==> config.mk <==
export PLATFORM = sky130hd
export DESIGN_NAME = friet_c_lwc_buffer_fifo
export DESIGN_NICKNAME = d
export VERILOG_FILES = /design/src/rtl/friet_c_lwc_pkg.sv /design/src/rtl/friet_c_lwc_fifo_mem.sv /design/src/rtl/friet_c_lwc_buffer_fifo.sv
export SDC_FILE = /design/constraint.sdc
export NUM_CORES = 1
export LEC_CHECK = 0
export ABC_AREA = 1
export BUFFER_PORTS_ARGS = -buffer_cell sky130_fd_sc_hd__buf_2
export CAP_MARGIN = 10
export CORE_MARGIN = 2
export CORE_UTILIZATION = 25
export DETAILED_ROUTE_END_ITERATION = 16
export PLACE_DENSITY_LB_ADDON = 0.1
export SLEW_MARGIN = 0
export SYNTH_ARGS = -nofsm -noshare
export SYNTH_HDL_FRONTEND = slang
export SYNTH_SLANG_ARGS = --single-unit
==> constraint.sdc <==
create_clock -name clk -period 2.85 [get_ports clk]
set_clock_uncertainty 0.05 [all_clocks]
set_input_delay 0.1425 -clock clk [delete_from_list [all_inputs] [get_ports clk]]
set_output_delay 0.1425 -clock clk [all_outputs]
set_load 0.02 [all_outputs]
==> src/rtl/friet_c_lwc_pkg.sv <==
// Shared helpers for the FRIET-C LWC buffers: constant width functions
// reused by the input FIFO and the output buffer.
package friet_c_lwc_pkg;

  function automatic int f_clog2(input int value);
    int r;
    int v;
    r = 0;
    v = value - 1;
    while (v > 0) begin
      r = r + 1;
      v = v >>> 1;
    end
    return r;
  endfunction

  // Pointer width; a single-entry store still needs one address bit.
  function automatic int f_ptr_width(input int depth);
    return (depth < 2) ? 1 : f_clog2(depth);
  endfunction

  function automatic int f_cnt_width(input int depth);
    return f_clog2(depth + 1);
  endfunction

endpackage

==> src/rtl/friet_c_lwc_fifo_mem.sv <==
// Register-array storage for the LWC buffer FIFO: one write port and one
// asynchronous read port, no reset so it can become distributed RAM later.
module friet_c_lwc_fifo_mem #(
  parameter int G_WIDTH = 32,
  parameter int G_DEPTH = 4,
  parameter int G_AW    = 2
) (
  input  logic               clk,
  input  logic               i_we,
  input  logic [G_AW-1:0]    i_waddr,
  input  logic [G_WIDTH-1:0] i_wdata,
  input  logic [G_AW-1:0]    i_raddr,
  output logic [G_WIDTH-1:0] o_rdata
);

  logic [G_WIDTH-1:0] r_mem [G_DEPTH];

  // Storage write port
  always_ff @(posedge clk) begin
    if (i_we) begin
      r_mem[i_waddr] <= i_wdata;
    end
  end

  assign o_rdata = r_mem[i_raddr];

endmodule

==> src/rtl/friet_c_lwc_buffer_fifo.sv <==
// Multi-entry valid/ready FIFO between the LWC data inputs and the FRIET-C
// core, with occupancy, almost-full/almost-empty flags and synchronous flush.
module friet_c_lwc_buffer_fifo
  import friet_c_lwc_pkg::*;
#(
  parameter int G_WIDTH        = 32,
  parameter int G_DEPTH        = 4,
  parameter int G_AFULL_LEVEL  = 3,
  parameter int G_AEMPTY_LEVEL = 1
) (
  input  logic                                clk,
  input  logic                                rst,
  input  logic                                flush,
  input  logic [G_WIDTH-1:0]                  din,
  input  logic                                din_valid,
  output logic                                din_ready,
  output logic [G_WIDTH-1:0]                  dout,
  output logic                                dout_valid,
  input  logic                                dout_ready,
  output logic [f_cnt_width(G_DEPTH)-1:0]     count,
  output logic                                almost_full,
  output logic                                almost_empty
);

  localparam int LP_AW = f_ptr_width(G_DEPTH);
  localparam int LP_CW = f_cnt_width(G_DEPTH);

  logic [LP_AW-1:0] r_wp;
  logic [LP_AW-1:0] r_rp;
  logic [LP_CW-1:0] r_count;
  logic             w_full;
  logic             w_push;
  logic             w_pop;

  assign w_full = (r_count == LP_CW'(G_DEPTH));

  // When full, a write is only allowed into the slot a same-cycle read frees.
  assign din_ready  = rst & ~flush & (~w_full | dout_ready);
  assign dout_valid = (r_count != {LP_CW{1'b0}});
  assign w_push     = din_valid & din_ready;
  assign w_pop      = dout_valid & dout_ready & ~flush;

  assign count        = r_count;
  assign almost_full  = (r_count >= LP_CW'(G_AFULL_LEVEL));
  assign almost_empty = (r_count <= LP_CW'(G_AEMPTY_LEVEL));

  // Pointer and occupancy state; flush wins over any handshake
  always_ff @(posedge clk or negedge rst) begin
    if (!rst) begin
      r_wp    <= {LP_AW{1'b0}};
      r_rp    <= {LP_AW{1'b0}};
      r_count <= {LP_CW{1'b0}};
    end else if (flush) begin
      r_wp    <= {LP_AW{1'b0}};
      r_rp    <= {LP_AW{1'b0}};
      r_count <= {LP_CW{1'b0}};
    end else begin
      if (w_push) begin
        r_wp <= r_wp + LP_AW'(1);
      end
      if (w_pop) begin
        r_rp <= r_rp + LP_AW'(1);
      end
      case ({w_push, w_pop})
        2'b10:   r_count <= r_count + LP_CW'(1);
        2'b01:   r_count <= r_count - LP_CW'(1);
        default: r_count <= r_count;
      endcase
    end
  end

  friet_c_lwc_fifo_mem #(
    .G_WIDTH (G_WIDTH),
    .G_DEPTH (G_DEPTH),
    .G_AW    (LP_AW)
  ) u_mem (
    .clk     (clk),
    .i_we    (w_push),
    .i_waddr (r_wp),
    .i_wdata (din),
    .i_raddr (r_rp),
    .o_rdata (dout)
  );

endmodule

==> impl_metrics.tcl <==
set metrics [dict create \
    place_area_mm2 0.00608 \
    p_leak_nw 2.52 \
    fp.coreArea_mm2 0.0210 \
    fin_cells 798 \
    synth_top_area_share_pct 72.2 \
    max-slew-margin-rel_pct 55.6 \
    final_nets 558 \
    finalMaxSlewViolations 0 \
    final_util_pct 33.1 \
    ys_ff_latch 135 \
    finalWeightedCongestion 0.712 \
    drive_gt1_share_pct 25.4 \
    rows 53 \
    setup_viol 0 \
    crit_type "reg2out" \
    final_cell_mix "edfxtp_1 (128), buf_2 (75), nor2_1 (69)" \
    status "finished clean" \
    whs_ns 0.0594 \
    vias 3427 \
    worst_slew_pin_slew_ns 0.666 \
    r2r_setup_slack_ns 0.83 \
    crit_fanout 16 \
    ys_types 23 \
    viasPerCell 4.29 \
    synth_area_leaders "edfxtp_1 (72%), o21ai_0 (5.2%), nor2_1 (5.1%)" \
    portBuffers 75 \
    hold_violations 0 \
    reg2reg_depth 6 \
    ant_nets 0 \
    postCtsSetupRepairBufs 0 \
    cts_root_buffer "clkbuf_16" \
    start_kind "register" \
    netlist_instances 390 \
    synth_area_mm2 0.00532 \
    antenna_found_initial 0 \
    clk_latency_ns 0.40 \
    dr.first_iter.drc_count 171 \
    tns_ns 0 \
    fmax_mhz 434 \
    syn_nets 436 \
    routed_wl_um 12700 \
    grt_pass1_wl_um 19500 \
    required_ns 2.66 \
    hold_class "in2async" \
    cp-startpoint "r_rp[1]" \
    cts.sink_count 135 \
    r2r-start "count[0]" \
    dr.pass1.iters 4 \
    yosysWarnings 0 \
    start_util_pct 25.4 \
    drc 0 \
    maxCapViolCount 0 \
    ir_drop_v 0.000350 \
    htree_num_levels 4 \
    setup_ws_ns 0.547 \
    io_pins 76 \
    power_per_cell_area_mw_per_mm2 809 \
    seq_area_frac_synth_pct 75.5 \
    dieArea_mm2 0.0225 \
    final_common_cell "edfxtp_1" \
    cts_tree "done" \
    antenna_cells 0 \
    post_drt_wl_per_cell_um 15.9 \
    power_mw 5.61 \
    numCtsBuffers 17 \
    dp_hpwl_um 7710 \
    period_needed_ns 2.30 \
    grt_max_degree 66 \
    final_area_mm2 0.00694 \
    grt_pass1_vias 3512 \
    die_height_um 150 \
    worstPathArrival_ns 2.11 \
    grtUsageTotal_pct 11.7 \
    die_w_um 150 \
    grt_setup_unrepaired "no" \
    clockBufferDepth 2 \
    place_inst 734 \
    syn2layout_area_growth_pct 30.3 \
    postSynthAreaPerCell_um2 13.6 \
    post_cts_resized 0 \
    path_clk_slew_ns 0.06 \
    overflow 0 \
    dp_slack_ns 0.811 \
    cp-end-kind "output pin" \
    crit_end "dout[0]" \
    r2r-end "u_mem.r_mem[0][0]" \
    finalCritPeriodShare_pct 80.8 \
    synth_top_cell_by_area "edfxtp_1" \
]
## worst min-delay path by stage
stage,end,slack [ns],startpoint
finish,count[0],0.06,rst
global route,count[0],0.07,rst
CTS,count[0],0.05,rst
detailed placement,count[0],-0.05,rst
global placement,count[0],-0.05,rst
floorplan,count[0],-0.20,rst
## final cells by class
type	instances	area (µm²)
clock buffer	19	433
timing repair buffer	123	821
clock inverter	11	86.3
multi-input combinational	215	1160
inverter	20	75.1
fill	2146	14000
tap	275	344
sequential	135	4020
## critical path: stages (launching register included)
cell     delay [ns]
dfrtp_1        0.37
inv_1          0.43
buf_4          0.26
o21ai_0        0.10
o22ai_1        0.31
buf_2          0.24
## routing by layer
metal  up-vias  part of all wire [%]  track usage (%)
li1       1674                     -                -
met2        65                    49             19.6
met1      1680                    46             14.8
met5         -                     0                0
met3         8                   3.4             2.80
met4         0                   1.1             4.10
## cells in the mapped netlist
cell type  number
a21oi_1         3
buf_2           1
buf_4           5
buf_6           1
clkbuf_1       13
clkinv_1        1
dfrtp_1         7
edfxtp_1      128
ha_1            9
inv_1          14
inv_2           5
nand2_1        13
nand2_2         1
nand2_4         4
nand3_1         8
nand3_4         1
nor2_1         73
nor2_2          1
nor2_4          1
o21ai_0        55
o21ai_1        13
o22ai_1        32
xor2_1          1
## registers in the layout, indices dropped and copies added, names as in the netlist
signal       count
r_rp             2
r_wp             2
count            3
u_mem.r_mem    128
## kinds of logic after synthesis
group,share of synthesized area (%)
XOR/XNOR,0.165
buffers and inverters,3.34
flip-flops,75.5
adder cells (fa/ha/maj),2.12
AO/OA/AOI/OAI,10.4
AND/OR/NAND/NOR,8.44
## power breakdown
group | internal, mW | total, mW | switching (mW)
logic | 0.442 | 1.40 | 0.960
registers | 2.23 | 2.26 | 0.0363
clock network | 1.17 | 1.95 | 0.774
total | 3.84 | 5.61 | 1.77
## what timing repair did
| action | in CTS | in global routing |
|---|---|---|
| hold buffers | 34 | 0 |
| endpoints found under the setup margin | 0 | 0 |
| hold endpoints to repair | 136 | 0 |
No activity file was read; power rests on OpenSTA's default activity.
